**config.mk**
```make
export PLATFORM = sky130hd
export DESIGN_NAME = clock_calendar_flat
export DESIGN_NICKNAME = d
export VERILOG_FILES = /design/src/rtl/clock_pkg.sv /design/src/rtl/clock_calendar_if.sv /design/src/rtl/clock_calendar_date_step.sv /design/src/rtl/clock_calendar.sv /design/src/flat_wrapper.sv
export SDC_FILE = /design/constraint.sdc
export NUM_CORES = 1
export LEC_CHECK = 0
export CORE_AREA = 2 2 129 131
export CTS_CLUSTER_SIZE = 14
export DETAILED_ROUTE_END_ITERATION = 10
export DIE_AREA = 0 0 131 133
export GPL_TIMING_DRIVEN = 0
export SLEW_MARGIN = 20
export SYNTH_ARGS = -nofsm -noshare
export SYNTH_HDL_FRONTEND = slang
export SYNTH_SLANG_ARGS = --single-unit
```
**constraint.sdc**
```tcl
create_clock -name clk -period 6.6 [get_ports clk]
set_input_delay 1.32 -clock clk [delete_from_list [all_inputs] [get_ports clk]]
set_output_delay 1.32 -clock clk [all_outputs]
set_load 0.02 [all_outputs]
```
**src/rtl/clock_pkg.sv**
```systemverilog
// Shared field widths, packed time/date types and calendar helpers for the
// clock_calendar timekeeping core.
package clock_pkg;

  localparam int unsigned HOUR_W  = 5;
  localparam int unsigned MIN_W   = 6;
  localparam int unsigned SEC_W   = 6;
  localparam int unsigned DAY_W   = 5;
  localparam int unsigned MONTH_W = 4;
  localparam int unsigned YEAR_W  = 12;

  typedef struct packed {
    logic [HOUR_W-1:0] hour;
    logic [MIN_W-1:0]  min;
    logic [SEC_W-1:0]  sec;
  } time_t;

  typedef struct packed {
    logic [DAY_W-1:0]   day;
    logic [MONTH_W-1:0] month;
    logic [YEAR_W-1:0]  year;
  } date_t;

  // Gregorian rule; year 0 is divisible by 400 and therefore leap.
  function automatic logic is_leap(input logic [YEAR_W-1:0] year);
    return ((year[1:0] == 2'b00) && ((year % 12'd100) != '0)) ||
           ((year % 12'd400) == '0);
  endfunction

  // Out-of-range months report 31; callers reject those months separately.
  function automatic logic [DAY_W-1:0] days_in_month(input logic [MONTH_W-1:0] month,
                                                     input logic [YEAR_W-1:0]  year);
    logic [DAY_W-1:0] days;
    case (month)
      4'd4, 4'd6, 4'd9, 4'd11: days = 5'd30;
      4'd2:                    days = is_leap(year) ? 5'd29 : 5'd28;
      default:                 days = 5'd31;
    endcase
    return days;
  endfunction

  function automatic logic time_is_valid(input time_t t);
    return (t.hour <= 5'd23) && (t.min <= 6'd59) && (t.sec <= 6'd59);
  endfunction

endpackage

```
**src/rtl/clock_calendar_if.sv**
```systemverilog
// Load/readout bundle between clock_calendar and its front ends.
// Alarm signals exist only when CLOCK_ALARM_EN is defined.
interface clock_calendar_if;
  import clock_pkg::*;

  logic  tick_in;
  time_t time_in;
  logic  time_ow;
  date_t date_in;
  logic  date_ow;
  time_t time_out;
  date_t date_out;
  logic  sec_pulse;
  logic  day_pulse;
  logic  load_err;
`ifdef CLOCK_ALARM_EN
  time_t alarm_in;
  logic  alarm_arm;
  logic  alarm;

  modport master (
    output tick_in, time_in, time_ow, date_in, date_ow, alarm_in, alarm_arm,
    input  time_out, date_out, sec_pulse, day_pulse, load_err, alarm
  );
  modport slave (
    input  tick_in, time_in, time_ow, date_in, date_ow, alarm_in, alarm_arm,
    output time_out, date_out, sec_pulse, day_pulse, load_err, alarm
  );
`else
  modport master (
    output tick_in, time_in, time_ow, date_in, date_ow,
    input  time_out, date_out, sec_pulse, day_pulse, load_err
  );
  modport slave (
    input  tick_in, time_in, time_ow, date_in, date_ow,
    output time_out, date_out, sec_pulse, day_pulse, load_err
  );
`endif
endinterface

```
**src/rtl/clock_calendar_date_step.sv**
```systemverilog
// Combinational next-date function plus date load validity check; shared by
// the midnight rollover path and the date load path.
module clock_date_step
  import clock_pkg::*;
(
  input  date_t cur_i,
  input  date_t load_i,
  output date_t next_o,
  output logic  load_ok_o
);

  // Next calendar day of cur_i (year wraps 4095 -> 0) and validity of load_i.
  always_comb begin
    next_o = cur_i;
    if (cur_i.day >= days_in_month(cur_i.month, cur_i.year)) begin
      next_o.day = 5'd1;
      if (cur_i.month >= 4'd12) begin
        next_o.month = 4'd1;
        next_o.year  = cur_i.year + 1'b1;
      end else begin
        next_o.month = cur_i.month + 1'b1;
      end
    end else begin
      next_o.day = cur_i.day + 1'b1;
    end

    load_ok_o = (load_i.month >= 4'd1) && (load_i.month <= 4'd12) &&
                (load_i.day >= 5'd1) &&
                (load_i.day <= days_in_month(load_i.month, load_i.year));
  end

endmodule

```
**src/rtl/clock_calendar.sv**
```systemverilog
// Time-of-day and Gregorian calendar core with internal one-second prescaler
// or external tick, validated loads and registered status pulses.
// Optional alarm comparator enabled by defining CLOCK_ALARM_EN.
module clock_calendar
  import clock_pkg::*;
#(
  parameter int unsigned CLK_FREQ   = 100_000_000,
  parameter int unsigned EXT_TICK   = 0,
  parameter int unsigned RESET_YEAR = 2000
) (
  input  logic clk,
  input  logic rst_n,
  clock_calendar_if.slave bus
);

  localparam int unsigned         PRESC_W   = (CLK_FREQ > 2) ? $clog2(CLK_FREQ) : 1;
  localparam logic [PRESC_W-1:0]  PRESC_TOP = PRESC_W'(CLK_FREQ - 1);
  localparam logic [YEAR_W-1:0]   RST_YEAR  = YEAR_W'(RESET_YEAR);

  logic [PRESC_W-1:0] presc_q, presc_d;
  time_t              time_q, time_d;
  date_t              date_q, date_d;
  logic               sec_pulse_q, sec_pulse_d;
  logic               day_pulse_q, day_pulse_d;
  logic               load_err_q, load_err_d;
`ifdef CLOCK_ALARM_EN
  logic               alarm_q, alarm_d;
`endif

  date_t date_next;
  logic  date_ok;
  logic  tick;
  logic  time_ok;
  logic  time_ld;
  logic  date_ld;
  logic  carry;

  clock_date_step u_date_step (
    .cur_i     (date_q),
    .load_i    (bus.date_in),
    .next_o    (date_next),
    .load_ok_o (date_ok)
  );

  // Tick source, load arbitration and the sec/min/hour/date cascade.
  always_comb begin
    tick    = (EXT_TICK != 0) ? bus.tick_in : (presc_q == PRESC_TOP);
    time_ok = time_is_valid(bus.time_in);
    time_ld = bus.time_ow && time_ok;
    date_ld = bus.date_ow && date_ok;

    presc_d = presc_q + 1'b1;
    if ((EXT_TICK != 0) || time_ld || tick) begin
      presc_d = '0;
    end

    // A valid time load swallows a coincident tick together with its carry.
    time_d = time_q;
    carry  = 1'b0;
    if (time_ld) begin
      time_d = bus.time_in;
    end else if (tick) begin
      if (time_q.sec == 6'd59) begin
        time_d.sec = '0;
        if (time_q.min == 6'd59) begin
          time_d.min = '0;
          if (time_q.hour == 5'd23) begin
            time_d.hour = '0;
            carry       = 1'b1;
          end else begin
            time_d.hour = time_q.hour + 1'b1;
          end
        end else begin
          time_d.min = time_q.min + 1'b1;
        end
      end else begin
        time_d.sec = time_q.sec + 1'b1;
      end
    end

    date_d = date_q;
    if (date_ld) begin
      date_d = bus.date_in;
    end else if (carry) begin
      date_d = date_next;
    end

    sec_pulse_d = tick && !time_ld;
    day_pulse_d = carry && !date_ld;
    load_err_d  = (bus.time_ow && !time_ok) || (bus.date_ow && !date_ok);
`ifdef CLOCK_ALARM_EN
    alarm_d     = bus.alarm_arm && (alarm_q || (time_d == bus.alarm_in));
`endif
  end

  // State registers; everything returns to the reset image asynchronously.
  always_ff @(posedge clk or negedge rst_n) begin
    if (!rst_n) begin
      presc_q     <= '0;
      time_q      <= '0;
      date_q      <= '{day: 5'd1, month: 4'd1, year: RST_YEAR};
      sec_pulse_q <= 1'b0;
      day_pulse_q <= 1'b0;
      load_err_q  <= 1'b0;
`ifdef CLOCK_ALARM_EN
      alarm_q     <= 1'b0;
`endif
    end else begin
      presc_q     <= presc_d;
      time_q      <= time_d;
      date_q      <= date_d;
      sec_pulse_q <= sec_pulse_d;
      day_pulse_q <= day_pulse_d;
      load_err_q  <= load_err_d;
`ifdef CLOCK_ALARM_EN
      alarm_q     <= alarm_d;
`endif
    end
  end

  assign bus.time_out  = time_q;
  assign bus.date_out  = date_q;
  assign bus.sec_pulse = sec_pulse_q;
  assign bus.day_pulse = day_pulse_q;
  assign bus.load_err  = load_err_q;
`ifdef CLOCK_ALARM_EN
  assign bus.alarm     = alarm_q;
`endif

endmodule

```
**src/flat_wrapper.sv**
```systemverilog
// flat-port wrapper written by rule: the top's interface ports become plain ports
module clock_calendar_flat import clock_pkg::*;
#(
  parameter int unsigned CLK_FREQ   = 100_000_000,
  parameter int unsigned EXT_TICK   = 0,
  parameter int unsigned RESET_YEAR = 2000
)
  (clk, rst_n, bus_tick_in, bus_time_in, bus_time_ow, bus_date_in, bus_date_ow, bus_time_out, bus_date_out, bus_sec_pulse, bus_day_pulse, bus_load_err);
  clock_calendar_if bus_i ();
  input  logic clk;
  input  logic rst_n;
  input wire logic [$bits(bus_i.tick_in)-1:0] bus_tick_in;
  input wire logic [$bits(bus_i.time_in)-1:0] bus_time_in;
  input wire logic [$bits(bus_i.time_ow)-1:0] bus_time_ow;
  input wire logic [$bits(bus_i.date_in)-1:0] bus_date_in;
  input wire logic [$bits(bus_i.date_ow)-1:0] bus_date_ow;
  output wire logic [$bits(bus_i.time_out)-1:0] bus_time_out;
  output wire logic [$bits(bus_i.date_out)-1:0] bus_date_out;
  output wire logic [$bits(bus_i.sec_pulse)-1:0] bus_sec_pulse;
  output wire logic [$bits(bus_i.day_pulse)-1:0] bus_day_pulse;
  output wire logic [$bits(bus_i.load_err)-1:0] bus_load_err;
  assign bus_i.tick_in = bus_tick_in;
  assign bus_i.time_in = bus_time_in;
  assign bus_i.time_ow = bus_time_ow;
  assign bus_i.date_in = bus_date_in;
  assign bus_i.date_ow = bus_date_ow;
  assign bus_time_out = bus_i.time_out;
  assign bus_date_out = bus_i.date_out;
  assign bus_sec_pulse = bus_i.sec_pulse;
  assign bus_day_pulse = bus_i.day_pulse;
  assign bus_load_err = bus_i.load_err;
  clock_calendar #(.CLK_FREQ(CLK_FREQ), .EXT_TICK(EXT_TICK), .RESET_YEAR(RESET_YEAR)) u_core (.clk(clk), .rst_n(rst_n), .bus(bus_i));
endmodule
```
; ---- Word level (Yosys, flattened, before mapping)
; Cells that the tools add are included.
; W data, S select, Z words.
[classes]
add_sub_neg = 7
multipliers = 0
div = 4
order_cmp = 9
n_eq_ne = 14
shift = 0
n_mux = 23
bitwise = 0
n_reduce_logical = 39
[ops]
columns = op, count
row1 = $mux W21, 2
row2 = $mux W17, 2
row3 = $add A27 B1 Y27 const B, 1
row4 = $eq A27 B27 Y1 const B, 1
row5 = $mux W27, 1
row6 = $logic_not A12 Y1, 2
row7 = $mod A12 B7 Y12 const B, 2
row8 = $mod A12 B9 Y12 const B, 2
row9 = $reduce_bool A12 Y1, 2
row10 = $eq A4 B3 Y1 const B, 4
row11 = $eq A4 B4 Y1 const B, 4
row12 = $mux W16, 1
row13 = $mux W5, 3
row14 = $logic_and A1 B1 Y1, 13
row15 = $add A12 B1 Y12 const B, 1
row16 = $add A6 B1 Y6 const B, 2
row17 = $eq A6 B6 Y1 const B, 2
row18 = $le A6 B6 Y1 const B, 2
row19 = $mux W12, 1
row20 = $mux W6, 2
row21 = $reduce_bool A2 Y1, 6
row22 = $mux W11, 1
row23 = $add A5 B1 Y5 const B, 2
row24 = $eq A4 B2 Y1 const B, 2
row25 = other kinds (18), 35
[totals]
regBits = 68
latchBits = 0
ramBits = 0
rom_bits = 0
inputBits = 43
out_inout_bits = 41
mem_count = 0

; ---- Longest topological paths before layout
; Gate-level depths: netlist of the first run.
[logic_depth]
word_depth = 11
ltp_mapped = 25

; ---- Cells and area by module
; From an unflattened synthesis of the first run, not the netlist that was laid out.
[unflattened]
hier_cells = 822
hier_area_um2 = 6693.9
[modules_own_cells]
columns = module, n_inst, cells_per_inst, area_per_inst_um2, seq_area_each_um2
row1 = clock_calendar, 1, 349, 3588.4, 1711.6
row2 = clock_date_step, 1, 473, 3105.5, 0.0

; ---- Least setup slack after synthesis of the first run
; Ideal clock, no wire load.
[synth_path]
path_type = input port to flip-flop
startpoint = input port bus_date_in[6]
endpoint = register u_core.date_q (netlist bit u_core.bus.date_out[20])
setup_ns = 0.119
t_arrival_ns = 5.303
slack_ns = 1.178
stages = 23
n_path_buf = 4
cell_sequence = buf_2 clkbuf_1 or3_1 a32oi_1 o21a_1 nor3_1 o22ai_1 mux2_2 a2bb2oi_1 a22oi_2 xnor2_1 o211ai_1 o21ai_1 ha_1 nand2_1 nand4_1 o22ai_1 nor2_1 nand2_1 clkbuf_1 clkbuf_1 o311ai_0 o21a_1
[synth_via]
elab_chain_cells = 10
elab_cells_between_ends = 13
cone_classes = div (2) / order compare (1) / mux (3) / reduce/logical (7)
[synth_rtl]
columns = element, line_no
row1 = "start, declared", flat_wrapper.sv:15  ; input wire logic [$bits(bus_i.date_in)-1:0] bus_date_in;
row2 = $mod A12 B7 Y12, clock_pkg.sv:26  ; return ((year[1:0] == 2'b00) && ((year % 12'd100) != '0)) ||
row3 = $reduce_bool A12 Y1, clock_pkg.sv:26
row4 = $logic_and A1 B1 Y1, clock_pkg.sv:26
row5 = $logic_or A1 B1 Y1 *, clock_pkg.sv:26
row6 = $mux W1 *, clock_pkg.sv:36  ; 4'd2: days = is_leap(year) ? 5'd29 : 5'd28;
row7 = $pmux W2 S2 *, clock_pkg.sv:34  ; case (month)
row8 = $le A5 B5 Y1 *, clock_calendar_date_step.sv:29  ; (load_i.day <= days_in_month(load_i.month, load_i.year));
row9 = $logic_and A1 B1 Y1 *, clock_calendar_date_step.sv:28  ; (load_i.day >= 5'd1) &&
row10 = $logic_and A1 B1 Y1 *, clock_calendar.sv:50  ; date_ld = bus.date_ow && date_ok;
row11 = $mux W21 / $reduce_bool A2 Y1 (equally long branches), -
row12 = "end signal, assigned", clock_calendar.sv:101  ; date_q <= '{day: 5'd1, month: 4'd1, year: RST_YEAR};
row13 = "end signal, assigned", clock_calendar.sv:111  ; date_q <= date_d;
row14 = "end, declared", clock_calendar.sv:22  ; date_t date_q, date_d;
; Every way passes the cells marked *; elsewhere a longest branch is shown, timed or not.
; A chain may end at the register's enable or synchronous reset.

; ---- Worst setup path in the final report of the first run
[layout_path]
startpoint = input port bus_date_in[8]
endpoint = register u_core.date_q (netlist bit u_core.bus.date_out[6])
[layout_via]
elab_chain_cells = 11
elab_cells_between_ends = 16
cone_classes = div (2) / order compare (1) / mux (3) / reduce/logical (10)
[layout_rtl]
columns = element, line_no
row1 = $mod A12 B7 Y12, clock_pkg.sv:26
row2 = $reduce_bool A12 Y1, clock_pkg.sv:26
row3 = $logic_and A1 B1 Y1, clock_pkg.sv:26
row4 = $logic_or A1 B1 Y1 *, clock_pkg.sv:26
row5 = $mux W1 *, clock_pkg.sv:36
row6 = $pmux W2 S2 *, clock_pkg.sv:34
row7 = $le A5 B5 Y1 *, clock_calendar_date_step.sv:29
row8 = $logic_and A1 B1 Y1 *, clock_calendar_date_step.sv:28
row9 = $logic_and A1 B1 Y1 *, clock_calendar.sv:50
row10 = $reduce_bool A2 Y1 (no line), -
row11 = $reduce_and A3 Y1 (no line), -
; Marks and branches as above.

==> impl_metrics.tcl, run 1 <==
set metrics [dict create \
    fin_area_um2 7520 \
    vias_per_cell 5.71 \
    synth.net_count 849 \
    synth_edf_count 0 \
    seq_area_um2 1710 \
    pwr-share-clk_pct 22.3 \
    num-fill-cells 1609 \
    period_needed_ns 6.09 \
    finalHoldViolCount 0 \
    critical_path_class "in -> reg" \
    finalNetCount 939 \
    cp.required_ns 6.82 \
    core_region_area_um2 16200 \
    die_h_um 133 \
    remaining_drc_errors 0 \
    p_per_area_nw_per_um2 289 \
    drive_gt1_share_pct 10.1 \
    ff2ff_setup_slack_ns 0.87 \
    clock_latency_ns 0.33 \
    grt.total_usage_pct 20.9 \
    worst_slew_pin_slew_ns 0.870 \
    holdPathStages 1 \
    setup_violations 0 \
    maxCapViolCount 0 \
    seq_power_share_pct 25.5 \
    hold_ws_ns 0.491 \
    postCtsHoldBufs 0 \
    critPathLaunchType "primary input" \
    start_util_pct 37.9 \
    numCtsBuffers 9 \
    critPathMaxFanout 10 \
    wire_per_inst_um 16.2 \
    fin_skew_ns 0.00853 \
    worst_ep_arrival_time_ns 6.31 \
    synth_warnings 0 \
    port_buffers 78 \
    grt_remaining_overflow 0 \
    hpwl_mm 13.6 \
    synth_area_um2 6130 \
    p_leak_nw 2.88 \
    wl_mm 17.9 \
    synth_cell_type_count 86 \
    cts_tree "built" \
    relSlewSlack_pct 41.5 \
    switchingPower_mw 0.905 \
    vias 6308 \
    dpl.cell_count 1090 \
    swShare_pct 41.7 \
    gp_congestion 0.884 \
    synth_ff_type "dfrtp_1" \
    grt_pass1_wl_mm 29.5 \
    min_path_type "reg -> reg" \
    antenna_found_initial 0 \
    multi_input_area_um2 4080 \
    async_flop_share_pct 100 \
    drtAntennaViolNets 0 \
    area_growth_pct 22.8 \
    root_buffer "clkbuf_16" \
    cts_buffer_depth 2 \
    cts_max_level 3 \
    syn_area_per_cell_um2 7.75 \
    firstDrtPassIters 5 \
    p_int_mw 1.27 \
    rsz0062_at_grt "no" \
    fmax_ghz 0.164 \
    synth-seq-cells 68 \
    fin_crit_sh_pct 92.3 \
    grt_max_degree 49 \
    row_count 47 \
    seq_area_frac_synth_pct 27.9 \
    drt_iter0_markers 320 \
    postCtsSetupBuffers 0 \
    slew_viol_final 0 \
    total_power_mw 2.17 \
    place_area_um2 7210 \
    end_kind "register" \
    p_comb_share_pct 52.2 \
    die-area_um2 17400 \
    stdcell_count 1105 \
    syn_inst 791 \
    antenna_cells 0 \
    path_clk_slew_ns 0.06 \
    reg2regPathDepth 23 \
    cts_sinks 68 \
    ios 84 \
    grt_pass1_vias 5770 \
    ir_worst_vdd_mv 0.132 \
    status "complete, no violations" \
    die_w_um 131 \
]
## layer usage
metal	track usage, %	routed length, um	up-vias
li1	-	-	3114
met5	0	0	-
met1	29.4	8040	2997
met3	2.35	844	24
met2	34.1	8710	173
met4	5.14	256	0
## sequential cells by signal, indices dropped and copies added (netlist names)
| signal | flops |
|---|---|
| u_core.presc_q | 27 |
| u_core.bus.date_out | 21 |
| u_core.bus.time_out | 17 |
| u_core.bus.day_pulse | 1 |
| u_core.bus.load_err | 1 |
| u_core.bus.sec_pulse | 1 |
## critical path: stages
cell and delay (ns):
clkdlybuf4s50_1 0.50, buf_2 0.21, clkbuf_2 0.27, o21ai_0 0.11, a32oi_1 0.43, o21a_1 0.25, nor3_1 0.07, o22ai_1 0.32
mux2_2 0.38, a2bb2oi_1 0.16, a22oi_2 0.17, xnor2_1 0.14, o211ai_1 0.11, o21ai_1 0.15, ha_1 0.25, nand2_1 0.06
nand4_1 0.09, o22ai_1 0.16, nor2_1 0.08, and2_0 0.24, clkbuf_2 0.23, nor4_1 0.29, a21oi_1 0.06, o21ai_0 0.26
## power by group through the flow
stage / clock network, mW / registers (mW) / logic [mW]
floorplan: 0 / 0.597 / 0.758
global placement: 0 / 0.560 / 1.11
detailed placement: 0 / 0.560 / 1.12
CTS: 0.490 / 0.555 / 1.13
global route: 0.513 / 0.563 / 1.25
finish: 0.484 / 0.554 / 1.13
## per-stage QoR
stage / setup WS, ns / utilization [%] / setup TNS, ns
after CTS: 0.149 / 46.4 / 0
after global placement: -0.205 / 44.4 / -1.04
final: 0.511 / 46.5 / 0
after detailed placement: -0.177 / 44.6 / -0.880
after floorplan: 1.18 / - / 0
after global routing: 0.0457 / 46.5 / 0
## what timing repair did
item / CTS / global route
setup endpoints to repair: 0 / 19
gates resized for setup: 0 / 14
hold endpoints to repair: 0 / 0
## path summary, 6_finish.rpt
path                                         startpoint                      to
worst min register to register        u_core.presc_q[0]       u_core.presc_q[0]
worst max register to register  u_core.bus.date_out[11]  u_core.bus.date_out[6]
max in group asynchronous                         rst_n  u_core.bus.date_out[7]
worst max-delay path                     bus_date_in[8]  u_core.bus.date_out[6]
min in group asynchronous                         rst_n  u_core.bus.time_out[1]
worst min-delay path                  u_core.presc_q[0]       u_core.presc_q[0]
## area by class of cell
class | instances | share of cell area (%)
plain buffers | 49 | 3.44
clock buffers | 11 | 3.23
clock inverters | 4 | 0.665
inverters | 27 | 1.35
multi-input cells | 647 | 54.2
flip-flops and latches | 68 | 22.7
well taps | 220 | 3.66
repair buffers | 79 | 10.7
## cell usage in the layout, fill, tap and decap left out, drive strengths merged, types with 7 or more instances in the layout
cell type / netlist / layout
nand2: 68 / 68
a21oi: 49 / 49
nand2b: 11 / 11
buf: 24 / 25
o22ai: 9 / 9
o21a: 7 / 7
nor2: 91 / 91
inv: 27 / 27
nand4: 16 / 16
dfrtp: 60 / 60
ha: 15 / 15
o31ai: 11 / 11
nand3: 45 / 45
clkbuf: 25 / 37
or3: 19 / 19
a211oi: 10 / 10
or4: 8 / 8
nor2b: 7 / 7
o21ai: 59 / 59
nor3: 22 / 22
clkdlybuf4s50: 0 / 76
a31oi: 25 / 25
and3: 10 / 10
xor2: 17 / 17
dfstp: 8 / 8
xnor2: 22 / 22
## cell families after synthesis
kind of cell	Yosys count	share of synthesized area [%]
and+or+nand+nor	337	27.6
muxes	10	2.06
AOI/OAI and AO/OA	245	27.8
adders and majority gates	16	3.25
xor gates and xnor gates	39	5.57
DFF	68	27.9
buffers and inverters	76	5.76
## cells in the mapped netlist (5+ instances only)
library cell  count  area, um^2
nand2_1          68         255
o31ai_1          11        82.6
a211o_1           5        43.8
buf_2            12        60.1
buf_4             8        60.1
nor2b_1           7        43.8
clkbuf_1         25        93.8
o22ai_1           7        43.8
a211oi_1          9        67.6
a21oi_1          48         240
or3_1            19         119
o31a_1            6        52.6
o211ai_1          5        37.5
xnor2_1          22         193
nor2_1           91         342
dfrtp_1          60        1500
a21o_1            6        45.0
and2_1            5        31.3
nand2b_1         11        68.8
nand4_1          16         100
nor4b_1           5        43.8
or4_1             8        60.1
dfstp_2           8         210
nor4_1            6        37.5
nor3b_1           6        45.0
xor2_1           17         149
o21ai_0          55         275
ha_1             15         188
inv_1            27         101
nand3_1          45         225
and3_1           10        62.6
a31oi_1          25         156
o21a_1            7        52.6
nor3_1           20         100
Note: power is estimated with default switching activity, not from simulation.
==> run 2: changes to the inputs <==
- DONT_BUFFER_PORTS: default -> 1
==> run 2 against run 1 <==
Against the previous run: worst setup slack improved by 0.0058 ns; fmax about the same; register-to-register slack got worse by 0.12 ns; clock power decreased by 0.8%; clock skew increased by 0.0014 ns; non-clock buffer count down 79; critical endpoint is now u_core.bus.date_out[20].
==> impl_metrics.tcl, run 2 (synthesis gave the netlist of run 1 again) <==
set metrics [dict create \
    reg2regPathDepth 23 \
    stdcell_count 1027 \
    grt_pass1_wl_mm 28.1 \
    largest_reg_flops 27 \
    core_region_area_um2 16200 \
    grt_remaining_overflow 0 \
    root_buffer "clkbuf_16" \
    worst_ep_arrival_time_ns 6.30 \
    end_kind "register" \
    drtAntennaViolNets 0 \
    drive_gt1_share_pct 9.91 \
    fmax_ghz 0.164 \
    wl_mm 17.2 \
    cts_tree "built" \
    relSlewSlack_pct 45.3 \
    wire_per_inst_um 16.8 \
    grt_pass1_vias 5624 \
    drt_iter0_markers 387 \
    min_path_type "reg -> reg" \
    fin_crit_sh_pct 92.2 \
    finalNetCount 860 \
    p_per_area_nw_per_um2 305 \
    postCtsHoldBufs 0 \
    vias 6047 \
    critical_path_class "in -> reg" \
    ff2ff_setup_slack_ns 0.75 \
    port_buffers 0 \
    setup_violations 0 \
    cts_sinks 68 \
    cts_max_level 3 \
    firstDrtPassIters 5 \
    period_needed_ns 6.08 \
    r2r_end "u_core.bus.date_out[6]" \
    postCtsSetupBuffers 0 \
    final_util_pct 41.4 \
    remaining_drc_errors 0 \
    antenna_cells 0 \
    critPathSlowestCell "clkbuf_1" \
    critPathMaxFanout 10 \
    grt_max_degree 69 \
    ir_worst_vdd_mv 0.127 \
    tns_ns 0 \
    min_to "u_core.presc_q[0]" \
    slew_viol_final 0 \
    r2r-start "u_core.bus.date_out[10]" \
    rsz0062_at_grt "no" \
    row_count 47 \
    multi_input_area_um2 4060 \
    num-fill-cells 1691 \
    critPathLaunchType "primary input" \
    hpwl_mm 13.0 \
    worst_slew_pin_slew_ns 0.815 \
    crit_family "compound AO/OA/AOI/OAI gates" \
    regMostFlops "u_core.presc_q" \
    fin_skew_ns 0.00989 \
    crit_path_frequent_cell "clkbuf_1" \
    start_util_pct 37.9 \
    path_clk_slew_ns 0.05 \
    fin_area_um2 6700 \
    total_power_mw 2.04 \
    die_w_um 131 \
    area_growth_pct 9.33 \
    p_leak_nw 2.53 \
    ios 84 \
    crit_path_max_incr_delay_ns 0.44 \
    clock_latency_ns 0.33 \
    maxCapViolCount 0 \
    critical_path.cell_chain "buf_2, clkbuf_1, o31a_1, o221ai_1, a32oi_1, o21a_1, nor3_1, o22ai_1, mux2_2, a2bb2oi_1, a22oi_2, xnor2_1, o211ai_1, o21ai_1, ha_1, nand2_1, nand4_1, o22ai_1, nor2_1, nand2_1, clkbuf_1, clkbuf_1, o311ai_0, o21a_1" \
    cp_num_buf_inv 4 \
    die_h_um 133 \
    finalHoldViolCount 0 \
    post_cts_resized 0 \
    seq_area_um2 1710 \
    holdPathStages 1 \
    worstHoldStart "u_core.presc_q[0]" \
    vias_per_cell 5.89 \
    die-area_um2 17400 \
    antenna_found_initial 0 \
    status "complete, no violations" \
    place_area_um2 6400 \
    grt.total_usage_pct 20.0 \
    dpl.cell_count 1011 \
    numCtsBuffers 9 \
    cp.required_ns 6.81 \
    cts_buffer_depth 2 \
    gp_congestion 0.910 \
    final_common_cell "nor2_1" \
    final_cell_mix "91 x nor2_1, 68 x nand2_1, 60 x dfrtp_1" \
]
## run 2: cell count changes in the layout (fill, tap and decap cells not counted)
cell,change
mux2i_4,-1
mux2i_2,+1
dlymetal6s2s_1,-1
clkdlybuf4s50_1,-76
buf_4,-1
nor3_2,-1
clkbuf_1,+6
clkbuf_2,-6
buf_16,-1
buf_1,+1
nor3_1,+1
## run 2: how the worst max path moves through the flow
stage                   start                 endpoint  slack [ns]  depth (start not counted)
2_1_floorplan  bus_date_in[6]  u_core.bus.date_out[20]        1.18                         23
5_1_grt        bus_date_in[8]  u_core.bus.date_out[20]        0.13                         23
3_5_place_dp   bus_date_in[6]  u_core.bus.date_out[20]        0.25                         24
6_report       bus_date_in[6]  u_core.bus.date_out[20]        0.52                         24
4_1_cts        bus_date_in[6]  u_core.bus.date_out[20]        0.56                         24
3_3_place_gp   bus_date_in[6]  u_core.bus.date_out[20]        0.24                         24
## run 2: metal layers
layer	track usage, %	wire length (um)
met5	0	0
met2	32.0	8240
met1	26.8	7570
met4	6.62	389
met3	4.25	1010
## run 2: cell type report
cell class / instances / area share (%)
Clock buffer: 12 / 3.68
Buffer: 49 / 3.75
Inverter: 27 / 1.51
Sequential cell: 68 / 25.6
Tap cell: 220 / 4.11
Clock inverter: 4 / 0.747
Multi-Input combinational cell: 647 / 60.6
## run 2: report_power, final
group / total, mW / switching, mW / leakage [nW] / internal, mW
combinational: 0.940 / 0.548 / 1.56 / 0.392
sequential: 0.622 / 0.144 / 0.835 / 0.478
clock: 0.480 / 0.177 / 0.139 / 0.302
total: 2.04 / 0.870 / 2.53 / 1.17
## run 2: through the flow
stage / setup WS, ns / hold WS (ns)
finish: 0.516 / 0.505
global placement: 0.241 / 0.490
CTS: 0.558 / 0.504
detailed placement: 0.253 / 0.493
global route: 0.131 / 0.511
floorplan: 1.18 / 0.455
